<file path="src/rtl/ifu.sv">
// Instruction fetch unit for the single-cycle MIPS core: holds the PC, addresses
// instruction memory, computes next PC and halts cleanly on an illegal fetch target.
module ifu #(
  parameter logic [31:0] PC_RESET = 32'h0000_3000,
  parameter logic [31:0] IM_BASE  = 32'h0000_3000,
  parameter int unsigned IM_WORDS = 1024
) (
  input  logic        clk,
  input  logic        reset,
  input  logic        stall,
  input  logic [1:0]  npc_sel,
  input  logic        br_taken,
  input  logic [31:0] ra_value,
  input  logic [31:0] im_data,
  output logic [9:0]  im_addr,
  output logic [31:0] pc,
  output logic [31:0] pc_plus4,
  output logic [31:0] instr,
  output logic        fault,
  output logic [31:0] fault_pc,
  output logic [31:0] fetch_cnt
);

  typedef enum logic {
    RUN  = 1'b0,
    HALT = 1'b1
  } state_e;

  // Upper bound is kept in 33 bits so a window ending at 2^32 still compares correctly.
  localparam logic [32:0] IM_LO = {1'b0, IM_BASE};
  localparam logic [32:0] IM_HI = IM_LO + (33'(IM_WORDS) << 2);

  state_e      state_q,     state_d;
  logic [31:0] pc_q,        pc_d;
  logic        fault_q,     fault_d;
  logic [31:0] fault_pc_q,  fault_pc_d;
  logic [31:0] fetch_cnt_q, fetch_cnt_d;

  logic [31:0] br_off;
  logic [31:0] tgt;
  logic [32:0] tgt_ext;
  logic        tgt_legal;

  // Only the low 12 bits of (pc - IM_BASE) reach the word index.
  assign im_addr   = 10'((pc_q[11:0] - IM_BASE[11:0]) >> 2);
  assign pc_plus4  = pc_q + 32'd4;
  assign instr     = (state_q == HALT) ? '0 : im_data;
  assign pc        = pc_q;
  assign fault     = fault_q;
  assign fault_pc  = fault_pc_q;
  assign fetch_cnt = fetch_cnt_q;

  assign br_off = {{14{instr[15]}}, instr[15:0], 2'b00};

  always_comb begin
    tgt = pc_plus4;
    unique case (npc_sel)
      2'b00: tgt = pc_plus4;
      2'b01: tgt = br_taken ? (pc_plus4 + br_off) : pc_plus4;
      2'b10: tgt = {pc_plus4[31:28], instr[25:0], 2'b00};
      2'b11: tgt = ra_value;
    endcase
  end

  assign tgt_ext   = {1'b0, tgt};
  assign tgt_legal = (tgt[1:0] == 2'b00) && (tgt_ext >= IM_LO) && (tgt_ext < IM_HI);

  always_comb begin
    state_d     = state_q;
    pc_d        = pc_q;
    fault_d     = fault_q;
    fault_pc_d  = fault_pc_q;
    fetch_cnt_d = fetch_cnt_q;
    if (state_q == RUN && !stall) begin
      // The faulting instruction still retires, so the count advances either way.
      fetch_cnt_d = fetch_cnt_q + 32'd1;
      if (tgt_legal) begin
        pc_d = tgt;
      end else begin
        state_d    = HALT;
        fault_d    = 1'b1;
        fault_pc_d = tgt;
      end
    end
  end

  always_ff @(posedge clk) begin
    if (reset) begin
      state_q     <= RUN;
      pc_q        <= PC_RESET;
      fault_q     <= 1'b0;
      fault_pc_q  <= '0;
      fetch_cnt_q <= '0;
    end else begin
      state_q     <= state_d;
      pc_q        <= pc_d;
      fault_q     <= fault_d;
      fault_pc_q  <= fault_pc_d;
      fetch_cnt_q <= fetch_cnt_d;
    end
  end

endmodule

</file>
<file path="config.mk">
export PLATFORM = sky130hd
export DESIGN_NAME = ifu
export DESIGN_NICKNAME = d
export VERILOG_FILES = /design/src/rtl/ifu.sv
export SDC_FILE = /design/constraint.sdc
export NUM_CORES = 1
export LEC_CHECK = 0
export ABC_AREA = 1
export CORE_MARGIN = 2
export CORE_UTILIZATION = 35
export CTS_BUF_LIST = sky130_fd_sc_hd__clkbuf_8 sky130_fd_sc_hd__clkbuf_16
export CTS_CLUSTER_DIAMETER = 30
export DETAILED_ROUTE_END_ITERATION = 7
export PLACE_DENSITY = 0.61
export RECOVER_POWER = 25
export SYNTH_ARGS = -nofsm -noshare
export SYNTH_HDL_FRONTEND = slang
export SYNTH_SLANG_ARGS = --single-unit
</file>
<file path="constraint.sdc">
create_clock -name clk -period 7.4 [get_ports clk]
set_input_delay 0.74 -clock clk [delete_from_list [all_inputs] [get_ports clk]]
set_output_delay 0.74 -clock clk [all_outputs]
set_load 0.005 [all_outputs]
</file>
# Word level (Yosys, flattened, before mapping)
# Cells that the tools add are included.
[word_totals]
output_inout_bits = 171
regBits = 97
input_bits = 70
[classes]
n_reduce_logical = 8
muxes = 3
add_sub_neg = 3
bitwise = 2
n_lt_le_gt_ge = 2
n_eq_ne = 3
[ops]
columns = ["operator", "n"]
rows = [
  ["32-bit one-hot mux with 4 select lines", 1],
  ["32-bit two-way mux", 2],
  ["32-bit by 1-bit adder with 32-bit output, second input constant", 1],
  ["32-bit by 3-bit adder with 32-bit output, second input constant", 1],
  ["32-bit adder", 1],
  ["32-bit by 14-bit greater-or-equal comparator with 1-bit output, second input constant", 1],
  ["32-bit by 15-bit less-than comparator with 1-bit output, second input constant", 1],
  ["2-bit == test, second input constant", 2],
  ["2-bit logical NOT", 2],
  ["2-bit AND reduction", 2],
  ["1-bit logical AND", 3],
  ["2-bit by 1-bit == test with 1-bit output, second input constant", 1],
  ["1-bit inverter", 2],
  ["1-bit logical NOT", 1],
]

# Logic depth before layout (Yosys ltp)
# Gate-level depths: netlist of the first run.
[depth]
depth_word = 9
depth_mapped = 36
depth_no_buf = 34

# Worst setup path after synthesis of the first run
# No wires, ideal clock.
[synth_timing]
kind = "flip-flop to flip-flop"
startpoint = "reg pc_q[2], in the netlist pc[2]"
endpoint = "reg fault_pc_q[0], in the netlist fault_pc[0]"
stages_incl_launch_ff = 28
t_arrival_ns = 3.796
t_required_ns = 7.330
setup_time_ns = 0.070
setup_slack_ns = 3.533
cell_sequence = "dfxtp_1 > ha_1 > nand2_1 > nor2_2 > nand2_1 > nor2_2 > nand2_1 > nor2_1 > nand2_1 > nor4_1 > xnor2_1 > inv_1 > ha_1 > inv_1 > nor3_1 > a2111oi_0 > nand3_1 > nand2_1 > nand2_1 > o21ai_1 > nand3b_1 > nor2_2 > nand2_2 > nand2_1 > buf_6 > buf_6 > nand2_1 > a21oi_1"
[synth_via]
elab_chain_len = 9
[synth_lines]
columns = ["item", "line_no", "rtl"]
rows = [
  ["from (decl)", "34", "logic [31:0] pc_q, pc_d;"],
  ["from (signal assigned)", "96", "pc_q <= pc_d;"],
  ["32-bit by 3-bit adder with 32-bit output *", "46", "assign pc_plus4 = pc_q + 32'd4;"],
  ["named net pc_plus4[28]", "17", "output logic [31:0] pc_plus4,"],
  ["32-bit adder", "59", "2'b01: tgt = br_taken ? (pc_plus4 + br_off) : pc_plus4;"],
  ["32-bit two-way mux", "59", ""],
  ["32-bit one-hot mux with 4 select lines *", "57", "unique case (npc_sel)"],
  ["32-bit by 14-bit greater-or-equal comparator with 1-bit output", "66", "assign tgt_legal = (tgt[1:0] == 2'b00) && (tgt_ext >= IM_LO) && (tgt_ext < IM_HI);"],
  ["1-bit logical AND", "66", ""],
  ["1-bit logical AND *", "66", ""],
  ["1-bit inverter (no line) *", "--", ""],
  ["2-bit AND reduction (no line) *", "--", ""],
  ["to (signal assigned)", "98", "fault_pc_q <= fault_pc_d;"],
  ["to (decl)", "36", "logic [31:0] fault_pc_q, fault_pc_d;"],
]
# The timed path passes the listed nets; every way through them passes the cells marked *.
# A chain may end at the register's enable or synchronous reset.

# Worst setup path after layout of the first run
[layout_timing]
startpoint = "reg pc_q[3], in the netlist pc[3]"
endpoint = "reg fault_pc_q[17], in the netlist fault_pc[17]"
[layout_via]
elab_chain_len = 9
[layout_lines]
columns = ["item", "line_no"]
rows = [
  ["32-bit by 3-bit adder with 32-bit output *", "46"],
  ["32-bit adder", "59"],
  ["32-bit two-way mux", "59"],
  ["32-bit one-hot mux with 4 select lines *", "57"],
  ["32-bit by 14-bit greater-or-equal comparator with 1-bit output", "66"],
  ["1-bit logical AND (2 in a row)", "66"],
  ["1-bit inverter (no line)", "--"],
  ["2-bit AND reduction (no line)", "--"],
]
# Every way passes the cells marked *; elsewhere a longest branch is shown, timed or not.

==> results of run 1 <==
## power by group
group	total [mW]	switching, mW	leakage [nW]	internal [mW]
clock network	0.430	0.206	0.131	0.224
registers	0.541	0.00757	0.785	0.534
logic	0.297	0.170	4.00	0.128
total	1.27	0.383	4.92	0.886
## metrics by stage
stage | power, mW | setup WS (ps) | hold WS, ps
after global placement | 0.853 | 1780 | 449
after global routing | 1.33 | 1080 | 480
after detailed placement | 0.854 | 1720 | 454
final | 1.27 | 1660 | 457
after CTS | 1.29 | 1790 | 464
after floorplan | 0.707 | 3530 | 455
## final cells by class
cell class / instances / share of cell area (%)
clock buffer: 9 / 2.14
clock inverter: 5 / 0.309
inverter: 212 / 7.57
multi-input combinational: 916 / 44.8
sequential: 97 / 18.5
tap: 280 / 3.33
timing repair buffer: 249 / 23.4
## state kept, by name, summed over array words and instances (netlist names)
name and count:
fetch_cnt 32, fault 1, fault_pc 32, pc 32
## cell usage in the layout (no fill, tap or decap), drive strengths merged, types with 4 or more instances in the layout
master,n
a21oi,107
nor2,149
nand3,126
xnor2,4
dlygate4sd3,66
clkdlybuf4s50,173
o211ai,11
ha,31
nor3,19
nand2,303
dfxtp,97
clkinv,7
clkbuf,10
inv,210
xor2,29
o21ai,48
buf,9
nand3b,4
a22oi,16
nand4,19
o21a,11
nor4,11
o21bai,6
## routing by layer
| metal | part of all wire (%) | wire [um] | track usage, % |
|---|---|---|---|
| met1 | 43 | 13700 | 33.9 |
| met2 | 47 | 14800 | 44.2 |
| met3 | 6.3 | 1980 | 5.49 |
| met4 | 3.8 | 1190 | 10.3 |
| met5 | 0 | 0 | 1.04 |
## kinds of logic after synthesis
family          count (synthesis)  share of synthesized area [%]
buf+inv                       269                           14.0
simple gates                  638                           35.9
xor+xnor                       33                           3.74
flops                          97                           25.1
compound gates                213                           16.0
fa+ha+maj                      32                           5.27
## worst min-delay path, cell delays in order, from the launching register on
cell and delay [ps]:
dfxtp_1 310, nand2_1 60, a21oi_1 50
## how the worst max path moves through the flow
stage                          start           end  slack (ps)
final                          pc[3]  fault_pc[17]        1660
after global routing           pc[2]  fault_pc[20]        1080
after floorplan                pc[2]   fault_pc[0]        3530
after detailed placement  im_data[0]  fault_pc[17]        1720
after global placement    im_data[0]  fault_pc[22]        1780
after CTS                      pc[3]  fault_pc[17]        1790
==> metrics.txt, run 1 <==
Seq/Total Area, Yosys=25.1%; CTS clk-pin slew, worst paths=70 ps; Final Core Density=48.3%; Crit Path Max Fanout=35; DR vias=9047; Die X=153 um; Slew @ Worst Pin=2100 ps; TritonCTS clock tree=done; Starting Density=35.5%; Nets=1587; post-route ant nets=0; vias per inst=5.12; ant diodes=0; Synth cell types=49; unrepaired setup endpoints after global routing=no; crit start category=flip-flop; failing checks=capacitance limit, slew limit; Mean Syn Cell Area=6.03 um^2; post-CTS sizing=0; Hold Path End=fault_pc[4]; CP Depth=26; cts bufs inserted=9; MaxCap Viol Count=1; Synth Flop Type=dfxtp_1; Hold Path Origin=fault_pc[4]; worst r2r src=pc[3]; Max-slew headroom=-39.7%; Congestion Overflow GR=0; Fin Setup TNS=0 ps; ys async rst share=0%; period utilization=77.6%; reg2reg path depth=26; result of the run=complete, but fails checks; crit path buf inv count=3; first-pass GRT wire length=48800 um; top cell type by total area after synthesis=dfxtp_1; Initial DRT Pass Iterations=6; Post-DP HPWL=25200 um; syn_nets=1384; P&R area growth vs syn=36.0%; GP Congestion=1.01; synth cell count leaders=nand2_1, inv_1, nor2_1, nand3_1, a21oi_1; core area=0.0218 mm^2; CP Capture Type=flip-flop; Final min period=5740 ps; post-synth top area share=25.1%; WP data arrival=5880 ps; Cell Area, Synth=0.00773 mm^2; Clock Skews=7.35 ps; cell family with most CP delay=simple AND/OR/NAND/NOR gates; count of final setup violators=0; Port Buf Inserts=240; Hold Fails Final Rpt=0; placed cell areas=0.0103 mm^2; Critical Path Slowest Stage Cell=nand2_1; post-route cell area=0.0105 mm^2; multi-input combinational cell area=0.00471 mm^2; EDFF count, synth=0; FF+latch area=0.00194 mm^2; Cell Rows=54; Area contributors post-synth=dfxtp_1, nand2_1, inv_1; Clock Latency Late Sink=350 ps; power density cells=121 mW/mm^2; wirelength, routed=31600 um; Crit Path Category=flip-flop to flip-flop; root buf cell=clkbuf_16; clk buf depth=2; vias in the first global route=8661; # clock sinks=97; initial antenna violation count=0; Hold Path Class=flip-flop to flip-flop; Max Freq=0.174 GHz; H-tree levels=3; top-count cell post-synth=nand2_1; I/O Pins=241; synthesis warning total=0; worst hold path cell count=2; LEAKAGE=4.92 nW; Final Max Slew Viols=44; placed cell count=1754; Post CTS Setup Buffer Count=0; routed len/inst=17.9 um; WP data required=7540 ps; Die Y-Extent=153 um; r2r endpoint=fault_pc[17]; Max VDD drop=0.111 mV; drt drc=0; Non-Filler Instances=1768; reg2reg setup slack=1660 ps; largest net degree at the start of global routing=44; Die Area=0.0233 mm^2; fraction of layout cells with a size suffix above 1=3.49%; aggregate global-route resource usage=26.6%; Synth Instances=1282; CP dominant cell by count=nand2_1; Fillers=2335; DRT iter0 DRCs=760; Yosys reg bits=97; hold_buf cts=0; slowest stage delay, CP=660 ps
(Power assumes the default switching activity.)
==> inputs of run 2 (changes only) <==
Clock period 7.4 ns to 5.8 ns, I/O delays scaled along.
==> metrics.txt, run 2 (synthesized netlist as in run 1, its figures left out) <==
vias in the first global route=8726 (was 8661); WP data required=6070 ps (was 7540 ps); Hold Path End=fault_pc[12] (was fault_pc[4]); GP Congestion=1.00 (was 1.01); result of the run=finished, final reports clean (was complete, but fails checks); fraction of layout cells with a size suffix above 1=4.07% (was 3.49%); Starting Density=35.5% (unchanged); routed len/inst=17.9 um (about the same); period utilization=90.3% (was 77.6%); post-route ant nets=0 (unchanged); commonest non-fill, non-tap cell in the layout=nand2_1 (unchanged); post-route cell area=0.0106 mm^2 (was 0.0105 mm^2); drt drc=0 (unchanged); largest net degree at the start of global routing=44 (unchanged); Combinational Power Share=23.0% (was 23.4%); Final Max Slew Viols=0 (was 44); hold_buf cts=0 (unchanged); Int Pwr=1.18 mW (was 0.886 mW); TritonCTS clock tree=done (unchanged); Placement Setup Slack=546 ps (was 1720 ps); Die Y-Extent=153 um (unchanged); Hold Fails Final Rpt=0 (unchanged); initial antenna violation count=0 (unchanged); core area=0.0218 mm^2 (unchanged); placed cell areas=0.0103 mm^2 (about the same); reg2reg path depth=26 (unchanged); Max-slew headroom=43.4% (was -39.7%); Pwr Total=1.67 mW (was 1.27 mW); worst hold path cell count=2 (unchanged); most frequent cells in the layout=nand2_1, inv_1, clkdlybuf4s50_1 (unchanged); Crit Path Max Fanout=27 (was 35); unrepaired setup endpoints after global routing=no (unchanged); DR vias=9124 (was 9047); power density cells=157 mW/mm^2 (was 121 mW/mm^2); Initial DRT Pass Iterations=5 (was 6); clk buf depth=2 (unchanged); root buf cell=clkbuf_16 (unchanged); Die X=153 um (unchanged); CTS clk-pin slew, worst paths=70 ps (about the same); switch share=29.4% (was 30.2%); Congestion Overflow GR=0 (unchanged); Port Buf Inserts=240 (unchanged); # clock sinks=97 (unchanged); Max Freq=0.191 GHz (was 0.174 GHz); Setup WS post-layout=563 ps (was 1660 ps); worst r2r src=pc[3] (unchanged); Cell Rows=54 (unchanged); Clock Skews=9.91 ps (was 7.35 ps); Post-DP HPWL=25200 um (about the same); aggregate global-route resource usage=26.5% (was 26.6%); Clock Latency Late Sink=350 ps (about the same); LEAKAGE=4.98 nW (was 4.92 nW); Final min period=5240 ps (was 5740 ps); CP Capture Type=flip-flop (unchanged); Slew @ Worst Pin=849 ps (was 2100 ps); MaxCap Viol Count=0 (was 1); Fin Setup TNS=0 ps (unchanged); Hold Path Class=flip-flop to flip-flop (unchanged); Max VDD drop=0.139 mV (was 0.111 mV); count of final setup violators=0 (unchanged); Crit Path Category=flip-flop to flip-flop (unchanged); H-tree levels=3 (unchanged); Net Switching=0.492 mW (was 0.383 mW); Fillers=2306 (was 2335); crit start category=flip-flop (unchanged); reg2reg setup slack=560 ps (was 1660 ps); wirelength, routed=31800 um (was 31600 um); P&R area growth vs syn=37.4% (was 36.0%); Hold Path Origin=fault_pc[12] (was fault_pc[4]); Die Area=0.0233 mm^2 (unchanged); ant diodes=0 (unchanged); I/O Pins=241 (unchanged); DRT iter0 DRCs=607 (was 760); cts bufs inserted=9 (unchanged); Nets=1596 (was 1587); Flop pwr share=41.3% (was 42.6%); vias per inst=5.13 (was 5.12); WP data arrival=5510 ps (was 5880 ps); clock share of power=35.7% (was 33.9%); first-pass GRT wire length=48900 um (was 48800 um); r2r endpoint=fault_pc[6] (was fault_pc[17])
-- run 2: changes by cell type in the layout (fill, tap and decap cells not counted), sizes merged --
cell	change
clkdlybuf4s50	+2
clkinv	-3
bufinv	+1
buf	+9
dlygate4sd3	-1
clkbuf	-1
inv	+3
-- run 2: repair_timing --
item                       in CTS  in global routing
resized for setup               0                  1
setup buffers                   0                  0
setup endpoints to repair       0                 23
-- run 2: worst max-delay path: stages, from the launching register on --
cell and delay (ps):
dfxtp_1 420, ha_1 230, nand2_1 100, nor2_2 140, nand2_1 100, nor2_2 160
nand2_1 90, nor2_1 230, nand2_1 120, nor4_1 250, xnor2_1 320, inv_1 210
ha_1 410, nand3_1 160, nor2_1 60, a2111oi_0 430, nand3_1 180, nand2_1 90
nand2_1 50, o21ai_1 130, nand3b_1 140, nor2_2 180, nand2_2 220, nand2_1 180
buf_4 310, nand2_1 90, a21oi_1 140
-- run 2: final cells by class --
type                            instances  area (um^2)  area share [%]
Clock buffer                            9          225            2.12
Clock inverter                          6         60.1           0.565
Inverter                              212          796            7.49
Multi-Input combinational cell        916         4710            44.4
Sequential cell                        97         1940            18.3
Tap cell                              280          350            3.30
Timing Repair Buffer                  258         2540            23.9
-- run 2: metal layers --
metal	vias up	wire [um]	track usage, %
met4	0	1370	11.3
met2	338	14600	44.4
met1	4165	13800	33.8
met3	78	2030	4.29
li1	4543	-	-
met5	-	0	0
-- run 2: worst max path at each step --
stage | slack [ps] | from | depth (start not counted) | endpoint
finish | 560 | pc[3] | 26 | fault_pc[6]
global route | 40 | pc[3] | 26 | fault_pc[6]
CTS | 500 | pc[3] | 26 | pc[7]
detailed placement | 550 | pc[3] | 25 | pc[8]
global placement | 640 | im_data[0] | 26 | pc[7]
floorplan | 1930 | pc[2] | 27 | fault_pc[0]
-- run 2: metrics by stage --
stage / util [%] / instances / hold WS [ps]
4_1_cts: 48.8 / 1778 / 464
6_report: 48.8 / 1778 / 458
3_3_place_gp: 47.5 / 1763 / 449
5_1_grt: 48.8 / 1778 / 481
3_5_place_dp: 47.5 / 1763 / 453
2_1_floorplan: - / 1282 / 455
-- run 2: power groups by stage --
| stage | Sequential (mW) | Clock, mW | Combinational (mW) |
|---|---|---|---|
| 6_report | 0.690 | 0.596 | 0.384 |
| 4_1_cts | 0.690 | 0.611 | 0.388 |
| 3_3_place_gp | 0.706 | 0 | 0.385 |
| 3_5_place_dp | 0.706 | 0 | 0.386 |
| 5_1_grt | 0.691 | 0.634 | 0.419 |
| 2_1_floorplan | 0.706 | 0 | 0.196 |
==> inputs of run 3 (changes only) <==
Settings changed: CORE_MARGIN 2 to 4.
==> metrics.txt, run 3 (synthesized netlist as in run 1, its figures left out) <==
H-tree levels=3 (unchanged); unrepaired setup endpoints after global routing=no (unchanged); DRT iter0 DRCs=661 (was 607); Max VDD drop=0.128 mV (was 0.139 mV); Die X=157 um (was 153 um); Nets=1595 (was 1596); count of final setup violators=0 (unchanged); routed len/inst=17.9 um (about the same); result of the run=finished, final reports clean (unchanged); Crit Path Max Fanout=17 (was 27); power density cells=157 mW/mm^2 (about the same); Hold Path End=fault_pc[11] (was fault_pc[12]); core area=0.0218 mm^2 (unchanged); Post-DP HPWL=25500 um (was 25200 um); root buf cell=clkbuf_16 (unchanged); Final Core Density=48.8% (unchanged); Setup WS post-layout=591 ps (was 563 ps); fraction of layout cells with a size suffix above 1=4.14% (was 4.07%); Crit Path Category=flip-flop to flip-flop (unchanged); vias per inst=5.14 (was 5.13); cts bufs inserted=9 (unchanged); P&R area growth vs syn=37.4% (unchanged); wirelength, routed=31800 um (about the same); GP Congestion=1.05 (was 1.00); crit start category=flip-flop (unchanged); Clock Skews=8.62 ps (was 9.91 ps); # clock sinks=97 (unchanged); period utilization=89.8% (was 90.3%); slowest stage delay, CP=440 ps (was 430 ps); drt drc=0 (unchanged); r2r endpoint=fault_pc[7] (was fault_pc[6]); Max Freq=0.192 GHz (was 0.191 GHz); Congestion Overflow GR=0 (unchanged); vias in the first global route=8535 (was 8726); CP dominant cell by count=nand2_1 (unchanged); most frequent cells in the layout=nand2_1, inv_1, clkdlybuf4s50_1 (unchanged); largest net degree at the start of global routing=44 (unchanged); Final min period=5210 ps (was 5240 ps); Slew @ Worst Pin=772 ps (was 849 ps); clk buf depth=2 (unchanged); Placement Setup Slack=614 ps (was 546 ps); Cell Rows=54 (unchanged); Hold Fails Final Rpt=0 (unchanged); Hold Path Origin=fault_pc[11] (was fault_pc[12]); TritonCTS clock tree=done (unchanged); WP data arrival=5490 ps (was 5510 ps); aggregate global-route resource usage=25.1% (was 26.5%); worst r2r src=pc[3] (unchanged); Starting Density=35.5% (unchanged); post-route ant nets=0 (unchanged); Die Area=0.0245 mm^2 (was 0.0233 mm^2); Clock Latency Late Sink=350 ps (about the same); worst hold path cell count=2 (unchanged); CP Capture Type=flip-flop (unchanged); Max-slew headroom=48.5% (was 43.4%); LEAKAGE=4.97 nW (was 4.98 nW); Fin Setup TNS=0 ps (unchanged); first-pass GRT wire length=48000 um (was 48900 um); reg2reg path depth=26 (unchanged); WP data required=6080 ps (was 6070 ps); initial antenna violation count=0 (unchanged); DR vias=9136 (was 9124); ant diodes=0 (unchanged); Final Max Slew Viols=0 (unchanged); Hold Path Class=flip-flop to flip-flop (unchanged); MaxCap Viol Count=0 (unchanged); Critical Path Slowest Stage Cell=xor2_1 (was a2111oi_0); I/O Pins=241 (unchanged); worst hold margin=457 ps (was 458 ps); Initial DRT Pass Iterations=7 (was 5); Die Y-Extent=157 um (was 153 um); reg2reg setup slack=590 ps (was 560 ps); Port Buf Inserts=240 (unchanged); CTS clk-pin slew, worst paths=70 ps (about the same); Pwr Total=1.67 mW (about the same); commonest non-fill, non-tap cell in the layout=nand2_1 (unchanged)
==> run 3: cell types whose count changed in the layout (fill, tap and decap cells not counted), sizes merged <==
cell      change
inv           -2
clkinvlp      +2
buf           -1
==> run 3: metrics by stage <==
step,cells,instance area [um^2]
5_1_grt,1777,10600
3_5_place_dp,1762,10300
6_report,1777,10600
2_1_floorplan,1282,7730
3_3_place_gp,1762,10300
4_1_cts,1777,10600
==> run 3: worst max-delay path by stage <==
stage,startpoint,end
after floorplan,pc[2],fault_pc[0]
after global placement,pc[7],pc[7]
after detailed placement,pc[3],pc[9]
after CTS,pc[7],pc[9]
after global routing,pc[3],fault_pc[12]
final,pc[3],fault_pc[7]
==> run 3: timing repair <==
| item | in CTS | in global routing |
|---|---|---|
| setup endpoints to repair | 0 | 25 |
| gates resized for setup | 0 | 1 |
| hold buffers | 0 | 0 |
| endpoints found under the hold margin | 0 | 0 |
| setup buffers | 0 | 0 |
==> run 3: cell type report <==
cell class,count,area (um^2)
Multi-Input combinational cell,916,4710
Fill cell,2296,11100
Sequential cell,97,1940
Inverter,212,796
Clock buffer,9,225
Clock inverter,6,67.6
Tap cell,280,350
Timing Repair Buffer,257,2530
==> run 3: critical path, delay by kind of cell (launching register included) <==
kind | cells | cell delay, ps
flip-flops | 1 | 420
buffers and inverters | 3 | 580
AND/OR/NAND/NOR | 17 | 2350
adder cells (fa/ha/maj) | 2 | 650
AO/OA/AOI/OAI | 3 | 670
XOR/XNOR | 1 | 440
==> run 3: per-layer routing <==
| layer | track usage (%) | vias to the layer above | share of wire (%) |
|---|---|---|---|
| met4 | 9.01 | 0 | 3.3 |
| met5 | 0 | - | 0 |
| met2 | 42.4 | 343 | 47 |
| met3 | 4.81 | 56 | 8.2 |
| li1 | - | 4559 | - |
| met1 | 31.9 | 4178 | 42 |
==> run 3: report_power, final <==
| part | leakage, nW | total, mW | internal [mW] | switching (mW) |
|---|---|---|---|---|
| clock | 0.138 | 0.600 | 0.334 | 0.266 |
| sequential | 0.785 | 0.690 | 0.681 | 0.00941 |
| combinational | 4.04 | 0.381 | 0.166 | 0.215 |
